==> src/rtl/score_keeper.sv <==
// score_keeper: Dino game state machine and 3-digit BCD score, advanced by VGA frame ticks.
// Optional high-score register built only when SCORE_HISCORE_EN is defined.
module score_keeper #(
    parameter int FRAMES_PER_POINT = 6
) (
    input  logic       clk,
    input  logic       reset,
    input  logic       vsync_n,
    input  logic       start,
    input  logic       collision,
    output logic [3:0] score_d0,
    output logic [3:0] score_d1,
    output logic [3:0] score_d2,
    output logic [3:0] hi_d0,
    output logic [3:0] hi_d1,
    output logic [3:0] hi_d2,
    output logic [1:0] state,
    output logic       milestone
);

    typedef enum logic [1:0] {
        ST_IDLE = 2'd0,
        ST_RUN  = 2'd1,
        ST_OVER = 2'd2
    } state_t;

    localparam logic [7:0] LAST_FRAME = 8'(FRAMES_PER_POINT - 1);

    state_t     state_q, state_d;
    logic       vs_q, vs_d;
    logic [7:0] frame_cnt_q, frame_cnt_d;
    logic [3:0] d0_q, d1_q, d2_q;
    logic [3:0] d0_d, d1_d, d2_d;
    logic       milestone_q, milestone_d;

    logic       frame_tick;
    logic       at_max;
    logic [3:0] inc_d0, inc_d1, inc_d2;

    assign vs_d       = vsync_n;
    assign frame_tick = vs_q & ~vsync_n;
    assign at_max     = (d2_q == 4'd9) && (d1_q == 4'd9) && (d0_q == 4'd9);

    // BCD +1 with ripple carry; only applied when below 999
    always_comb begin
        inc_d0 = (d0_q == 4'd9) ? 4'd0 : d0_q + 4'd1;
        inc_d1 = d1_q;
        inc_d2 = d2_q;
        if (d0_q == 4'd9) begin
            inc_d1 = (d1_q == 4'd9) ? 4'd0 : d1_q + 4'd1;
            if (d1_q == 4'd9)
                inc_d2 = d2_q + 4'd1;
        end
    end

    always_comb begin
        state_d     = state_q;
        frame_cnt_d = frame_cnt_q;
        d0_d        = d0_q;
        d1_d        = d1_q;
        d2_d        = d2_q;
        milestone_d = 1'b0;
        case (state_q)
            ST_IDLE, ST_OVER: begin
                if (start) begin
                    state_d     = ST_RUN;
                    frame_cnt_d = 8'd0;
                    d0_d        = 4'd0;
                    d1_d        = 4'd0;
                    d2_d        = 4'd0;
                end
            end
            ST_RUN: begin
                if (collision) begin
                    state_d = ST_OVER;
                end else if (frame_tick) begin
                    if (frame_cnt_q == LAST_FRAME) begin
                        frame_cnt_d = 8'd0;
                        if (!at_max) begin
                            d0_d        = inc_d0;
                            d1_d        = inc_d1;
                            d2_d        = inc_d2;
                            milestone_d = (inc_d1 == 4'd0) && (inc_d0 == 4'd0);
                        end
                    end else begin
                        frame_cnt_d = frame_cnt_q + 8'd1;
                    end
                end
            end
            default: state_d = ST_IDLE;
        endcase
    end

    always_ff @(posedge clk or posedge reset) begin
        if (reset) begin
            state_q     <= ST_IDLE;
            vs_q        <= 1'b1;
            frame_cnt_q <= 8'd0;
            d0_q        <= 4'd0;
            d1_q        <= 4'd0;
            d2_q        <= 4'd0;
            milestone_q <= 1'b0;
        end else begin
            state_q     <= state_d;
            vs_q        <= vs_d;
            frame_cnt_q <= frame_cnt_d;
            d0_q        <= d0_d;
            d1_q        <= d1_d;
            d2_q        <= d2_d;
            milestone_q <= milestone_d;
        end
    end

    assign score_d0  = d0_q;
    assign score_d1  = d1_q;
    assign score_d2  = d2_q;
    assign state     = state_q;
    assign milestone = milestone_q;

`ifdef SCORE_HISCORE_EN
    logic [3:0] hi0_q, hi1_q, hi2_q;
    logic [3:0] hi0_d, hi1_d, hi2_d;
    logic       score_gt_hi;

    // Packed BCD digits compare correctly as a plain unsigned number
    assign score_gt_hi = {d2_q, d1_q, d0_q} > {hi2_q, hi1_q, hi0_q};

    always_comb begin
        hi0_d = hi0_q;
        hi1_d = hi1_q;
        hi2_d = hi2_q;
        if (state_q == ST_RUN && collision && score_gt_hi) begin
            hi0_d = d0_q;
            hi1_d = d1_q;
            hi2_d = d2_q;
        end
    end

    always_ff @(posedge clk or posedge reset) begin
        if (reset) begin
            hi0_q <= 4'd0;
            hi1_q <= 4'd0;
            hi2_q <= 4'd0;
        end else begin
            hi0_q <= hi0_d;
            hi1_q <= hi1_d;
            hi2_q <= hi2_d;
        end
    end

    assign hi_d0 = hi0_q;
    assign hi_d1 = hi1_q;
    assign hi_d2 = hi2_q;
`else
    assign hi_d0 = 4'd0;
    assign hi_d1 = 4'd0;
    assign hi_d2 = 4'd0;
`endif

endmodule

==> config.mk <==
export PLATFORM = sky130hd
export DESIGN_NAME = score_keeper
export DESIGN_NICKNAME = d
export VERILOG_FILES = /design/src/rtl/score_keeper.sv
export SDC_FILE = /design/constraint.sdc
export NUM_CORES = 1
export LEC_CHECK = 0
export BUFFER_PORTS_ARGS = -buffer_cell sky130_fd_sc_hd__buf_4
export CORE_ASPECT_RATIO = 1.4
export CORE_MARGIN = 3
export CORE_UTILIZATION = 57
export DETAILED_ROUTE_END_ITERATION = 8
export PLACE_DENSITY = 0.82
export SLEW_MARGIN = 20
export SYNTH_ARGS = -nofsm -noshare
export SYNTH_HDL_FRONTEND = slang
export SYNTH_SLANG_ARGS = --single-unit
==> constraint.sdc <==
create_clock -name clk -period 3.6 [get_ports clk]
set_input_delay 0.18 -clock clk [delete_from_list [all_inputs] [get_ports clk]]
set_output_delay 0.18 -clock clk [all_outputs]
set_load 0.03 [all_outputs]
Word-level counts from Yosys, hierarchy flattened
Index checks and enable logic that the tools add are counted.

Register bits: 24. Output and inout port bits: 27. Word-level logic and storage cells: 73.

$add $sub $neg: 4. Eq/ne operators: 14. Mux-type cells: 34. Bitwise operators: 2. Reduce and logical (&&, ||, !) cells: 12.

Operators by type and width (count): $mux 4 (18); $mux 8 (4); $pmux 4 s2 (3); $ne 2x2->1 const B (8); $pmux 8 s2 (1); $add 4x1->4 const B (3); $eq 4x4->1 const B (3); $add 8x1->8 const B (1); $eq 8x3->1 const B (1); $logic_not 4->1 (2); $reduce_and 8->1 (1); $reduce_and 6->1 (1); $mux 1 (5); $mux 2 (2); $pmux 2 s2 (1); $reduce_and 4->1 (1); $logic_and 1x1->1 (3); $eq 2x1->1 const B (1); $eq 2x2->1 const B (1); $logic_not 2->1 (1); $reduce_and 2->1 (1); $reduce_bool 2->1 (1); $reduce_or 2->1 (1); $and 1x1->1 (1); $not 1->1 (1).

Longest topological paths before layout
Depth in word-level cells: 10. Gate-level depth with buffers: 7. Depth with buffers taken out: 6.

Least setup slack after synthesis
No wires, ideal clock.

Path kind: flip-flop to flip-flop. Start point: register d0_q[2], in the netlist score_d0[2]. End point: register d0_q[1], in the netlist score_d0[1]. Arrival: 1.945 ns. Slack: 1.573 ns. Cell stages (with the launch flop): 8. Path buffers: 3. Cell sequence: dfrtp_1 > buf_4 > and4bb_1 > buf_6 > and3_4 > buf_6 > or4_1 > a31oi_1.

Longest elaborated chain between the ends: 7. Elaborated cells on any way between the ends: 10. Classes of those cells: 2 x eq/ne; 6 x mux; 2 x reduce/logical.

RTL lines: start, declared (RTL line 32) `logic [3:0] d0_q, d1_q, d2_q;`; start signal, assigned (RTL line 99) `d0_q <= 4'd0;`; start signal, assigned (RTL line 107) `d0_q <= d0_d;`; $eq 4x4->1 (*) (RTL line 42, 46); $mux 4 (RTL line 46) `inc_d0 = (d0_q == 4'd9) ? 4'd0 : d0_q + 4'd1;`; $mux 4 (RTL line 79) `if (!at_max) begin`; $mux 4 (RTL line 77) `if (frame_cnt_q == LAST_FRAME) begin`; $mux 4 (RTL line 76) `end else if (frame_tick) begin`; $mux 4 (RTL line 74) `if (collision) begin`; $pmux 4 s2 (RTL line 63) `case (state_q)`.

Every way passes the cells marked *; elsewhere a longest branch is shown, timed or not. The select of a mux whose other input is x is not followed. A chain may end at the register's enable or synchronous reset.

Worst setup path in the final report
Start point: register state_q[0], in the netlist state[0]. End point: register d2_q[1], in the netlist score_d2[1].

Longest elaborated chain between the ends: 4. Elaborated cells on any way between the ends: 14. Classes of those cells: 9 x eq/ne; 1 x mux; 4 x reduce/logical.

RTL lines: start, declared (RTL line 29) `state_t state_q, state_d;`; start signal, assigned (RTL line 104) `state_q <= state_d;`; $eq 2x2->1 / $logic_not 2->1 (equally long branches) (RTL line 63); $reduce_or 2->1 (RTL line 63); $ne 2x2->1 (no line) / $reduce_bool 2->1 (equally long branches); $reduce_and 8->1 (no line); end signal, assigned (RTL line 101) `d2_q <= 4'd0;`; end signal, assigned (RTL line 109) `d2_q <= d2_d;`; end, declared (RTL line 32).

Several ways; a longest one is shown, not always the timed one.

==> results.md <==
- The total count of hold-check failures in the final report was 0.
- Input and output buffers added on the ports amount to 19.
- The cell sitting at the root of the clock tree is a sky130_fd_sc_hd__clkbuf_4.
- For this design the static power due to leakage is 0.7323 nW.
- The first-pass GRT wire length is 5.092 mm.
- The starting DRC count in detailed routing is between 50 and 60.
- In this design, the largest share of critical-path delay is due to compound AO/OA/AOI/OAI gates.
- Setup violations remaining at the end of the flow were counted as 0.
- The shortest clock period the worst path allows after layout is about 2000 ps.
- The number of iterations in the first detailed-routing pass is 4.
- By startpoint and endpoint, the worst setup path is classified as reg2reg.
- The portion of netlist area occupied by mux cells is 5.114%.
- The routed wire length per instance is roughly 14 um.
- Yosys mapped the design onto 50 distinct sky130hd cell types.
- The run finished with clean final reports.
- Once placement finished, the instance area stood at 1682 um^2.
- Once the floorplan was initialized, standard cells occupied between 60% and 70% of the core.
- After routing the design area is 1728 um^2.
- In this run the number of H-tree levels came out at 1.
- The endpoint of the most critical register-to-register path is score_d2[1].
- The clock-pin slew reported for the worst setup and hold paths after clock tree synthesis is 130 ps.
- The multi-input combinational cells in the finished layout cover a total of between 800 and 900 um^2.
- The number of clock sinks is 24.
- Counting both buffers and inverters, the worst setup path holds a total of 1.
- The synthesized netlist devotes 3.147% of its cell area to adder and majority cells.
- The tightest min-delay check is of the in2async type.
- Buffers added to address setup during post-CTS repair amount to 0.
- Entering global routing, the biggest net connects 25 pins.
- The highest net fanout along the worst path is 19.
- The number of cells on the worst reg-to-reg path is 5.
- The worst-path cell with the longest stage delay is sky130_fd_sc_hd__dfrtp_1.
- The overall overflow remaining after global route is 0.
- In this run the cell area of the synthesized design comes to 1590 um^2.
- The count of cells in the finished layout, fillers not included, comes to 225.
- The number of instances in the placed design is between 200 and 250.
- Counting flops with a built-in enable in the synthesized netlist gives 0.
- Detailed placement finished with a half-perimeter wire length of 2.410 mm.
- The slew of the pin with the lowest slew margin is 917.3 ps.
- Clock skew on the completed layout was measured at 1.120 ps.
- At the end of routability-driven placement, the weighted congestion stood at 0.7553.
- Traced cell by cell, the critical path runs through nand2b_1 -> a21boi_1 -> buf_4 -> o31ai_1 -> mux2_2.
- The clock reaches the later pin of the worst-skew pair after 310 ps.
- The number of clock buffers inserted by TritonCTS is 3.
- After technology mapping, the gate count stands at 174.
- The critical path capture point type is a flip-flop.
- The maximum root-to-sink buffer count is 2.
- The initialized floorplan defines 22 standard-cell rows.
- The reg-to-reg setup timing slack is 1570 ps.
- Across the whole layout, storage elements account for 601.8 um^2.
- The total area inside the core boundary comes to 2643 um^2.
- The detailed route wirelength on metal3 is 131 um.
- After detailed routing, the met2 layer carries 1.764 mm of wire.
- Across all layers, the routed design uses about 1300 vias.
- Setup repair after global routing left no endpoint under its margin.
- The uppermost layer routed is met4.
- In this run the tightest slew margin relative to its limit is 38.78%.
- The final critical path takes up 56.34% of the cycle.
- The number of global-route vias before repair came to roughly 1200.
- The type of origin of the critical path is a flip-flop.
- The max-cap check violation count is 0.
- The final sum of negative setup slack is 0 ps.
- The post-cts resize count is 0.
- Static timing analysis puts the maximum clock frequency at ~490 MHz.
- The worst vdd rail ir drop is approximately 0.30 mV.
- The synthesized netlist devotes less than 1% of its cell area to XOR and XNOR gates.
- In this run the vertical extent of the chip is 68.50 um.
- The synthesized netlist devotes 24.63% of its cell area to simple gates.
- For this run, the slowest stage of the critical path takes between 400 and 500 ps.
- The portion of the post-synthesis area used by sequential elements is 37.84%.
- The worst register-to-register path begins at state[0].
- The average cell area after synthesis is 9.140 um^2.
- The synthesized design contains 24 register bits.
- The post-route netlist has 15.87% of its cells at a drive strength greater than 1.
- The CTS tree is built.
- The arrival time at the worst endpoint is 2240 ps.
- The count of yosys warnings during synthesis is 0.
- The final max-slew violation count was 0.
- Of all flip-flops after synthesis, the portion carrying an async set or reset was 100.0%.
- The filler cells instantiated in the layout total 238.
- Dividing total power by cell area gives a power density of 333.0 nW/um^2.
- The area of the die is 3469 um^2.
- The share of the synthesized area in compound gates (AO/OA/AOI/OAI) is 17.23%.
- Relative to the synthesized area, the layout overhead comes to 8.655%.
- The detailed-route wire length on metal 1 is roughly 1.2 mm.
- The die span in x is 50.64 um.
- The number of antenna violations at the first check in global routing is 0.
- The number of antenna diodes in the final layout is 0.
- The count of unresolved DRC violations after routing is 0.
- The net count of the finished layout is roughly 200.
- The vias per cell is ~5.9.
- The remaining antenna violation count is 0.
- The total wirelength of the detailed-routed design is between 3 and 4 mm.
- At the worst endpoint, the required time is 3810 ps.
- The most common flop cell mapped by yosys is sky130_fd_sc_hd__dfrtp_1.
- In the global route stage, overall resource usage came out at roughly a fifth.
- The main combinational cell family by area after synthesis is simple AND/OR/NAND/NOR gates.
- 32 I/O pins were placed.
==> cells in the mapped netlist, types with 3 or more instances <==
library cell	instances	area share (%)
sky130_fd_sc_hd__o22ai_1	3	1.2
sky130_fd_sc_hd__dfrtp_1	23	36
sky130_fd_sc_hd__buf_4	13	6.1
sky130_fd_sc_hd__nor4_1	3	1.2
sky130_fd_sc_hd__nor3_1	4	1.3
sky130_fd_sc_hd__nand2_1	13	3.1
sky130_fd_sc_hd__nand2b_1	7	2.8
sky130_fd_sc_hd__inv_1	9	2.1
sky130_fd_sc_hd__nor2_1	6	1.4
sky130_fd_sc_hd__a31oi_1	4	1.6
sky130_fd_sc_hd__a21oi_1	8	2.5
sky130_fd_sc_hd__or4_1	4	1.9
sky130_fd_sc_hd__mux2i_1	7	4.4
sky130_fd_sc_hd__o31ai_1	3	1.4
sky130_fd_sc_hd__clkbuf_1	4	0.94
sky130_fd_sc_hd__ha_1	4	3.1
sky130_fd_sc_hd__nand3_1	7	2.2
sky130_fd_sc_hd__o21ai_0	8	2.5
==> report_power, final <==
group          leakage [nW]  total, mW  switching, mW  internal (mW)
registers             0.328      0.300         0.0160          0.284
clock network        0.0210      0.141         0.0787         0.0618
logic                 0.383      0.134         0.0958         0.0387
total                 0.732      0.575          0.191          0.385
==> timing repair <==
item,in CTS,in global routing
endpoints found under the setup margin,0,0
hold buffers,1,0
endpoints found under the hold margin,1,0
==> worst max-delay path by stage <==
stage,startpoint,to,slack (ps),cells past startpoint
5_1_grt,state[0],score_d2[1],1430,5
3_5_place_dp,state[0],score_d2[1],1580,5
3_3_place_gp,state[0],score_d2[1],1630,5
6_report,state[0],score_d2[1],1570,5
4_1_cts,state[0],score_d2[1],1560,5
2_1_floorplan,score_d0[2],score_d0[1],1570,7
==> per-layer routing <==
metal | up-vias | GRT usage (%)
met1 | 630 | 21.54
met5 | - | 0
met3 | 7 | 1.935
met2 | 40 | 36.44
li1 | 646 | -
met4 | 0 | 7.071
==> sequential cells by signal, indices dropped and copies added, names as in the netlist <==
| register | flops |
|---|---|
| score_d2 | 4 |
| score_d0 | 4 |
| milestone | 1 |
| frame_cnt_q | 8 |
| score_d1 | 4 |
| state | 2 |
| vs_q | 1 |
==> through the flow <==
stage                     total power [mW]  utilization (%)  setup WS [ps]  hold slack (ps)
after floorplan                     0.4122                -           1573            184.5
after global routing                0.6068            65.39           1433            74.95
after global placement              0.4323            63.64           1633            309.1
final                               0.5754            65.39           1572            55.95
after CTS                           0.5798            65.39           1562            79.34
after detailed placement            0.4400            63.64           1583            313.9
==> cell type report <==
cell class                 instances  area share [%]
inverter                           9           1.955
tap                               36           2.607
multi-input combinational        131           49.24
sequential                        24           34.83
timing repair buffer              21           9.269
clock buffer                       4           2.100
==> cell usage in the layout, fill, tap and decap left out, types with 2 or more instances in the layout <==
cell,synthesis,routed
sky130_fd_sc_hd__a211oi_1,2,2
sky130_fd_sc_hd__a21boi_0,2,2
sky130_fd_sc_hd__a21oi_1,8,8
sky130_fd_sc_hd__a31oi_1,4,4
sky130_fd_sc_hd__a41oi_1,2,2
sky130_fd_sc_hd__and2_1,2,2
sky130_fd_sc_hd__and3_1,2,2
sky130_fd_sc_hd__and4bb_1,2,2
sky130_fd_sc_hd__buf_4,13,20
sky130_fd_sc_hd__clkbuf_4,0,3
sky130_fd_sc_hd__conb_1,1,12
sky130_fd_sc_hd__dfrtp_1,23,23
sky130_fd_sc_hd__ha_1,4,4
sky130_fd_sc_hd__inv_1,9,9
sky130_fd_sc_hd__mux2i_1,7,7
sky130_fd_sc_hd__nand2_1,13,13
sky130_fd_sc_hd__nand2b_1,7,7
sky130_fd_sc_hd__nand3_1,7,7
sky130_fd_sc_hd__nand3b_1,2,2
sky130_fd_sc_hd__nand4_1,2,2
sky130_fd_sc_hd__nor2_1,6,6
sky130_fd_sc_hd__nor3_1,4,4
sky130_fd_sc_hd__nor4_1,3,3
sky130_fd_sc_hd__nor4bb_1,2,2
sky130_fd_sc_hd__o2111ai_1,2,2
sky130_fd_sc_hd__o21ai_0,8,8
sky130_fd_sc_hd__o22ai_1,3,3
sky130_fd_sc_hd__o31ai_1,3,3
sky130_fd_sc_hd__or4_1,4,4
==> kinds of logic after synthesis <==
kind of cell / count (synthesis)
adders and majority gates: 4
buffers and inverters: 30
other: 1
muxes: 8
xor gates and xnor gates: 1
AOI/OAI and AO/OA: 41
and+or+nand+nor: 65
DFF: 24
No activity file was read; power rests on OpenSTA's default activity.
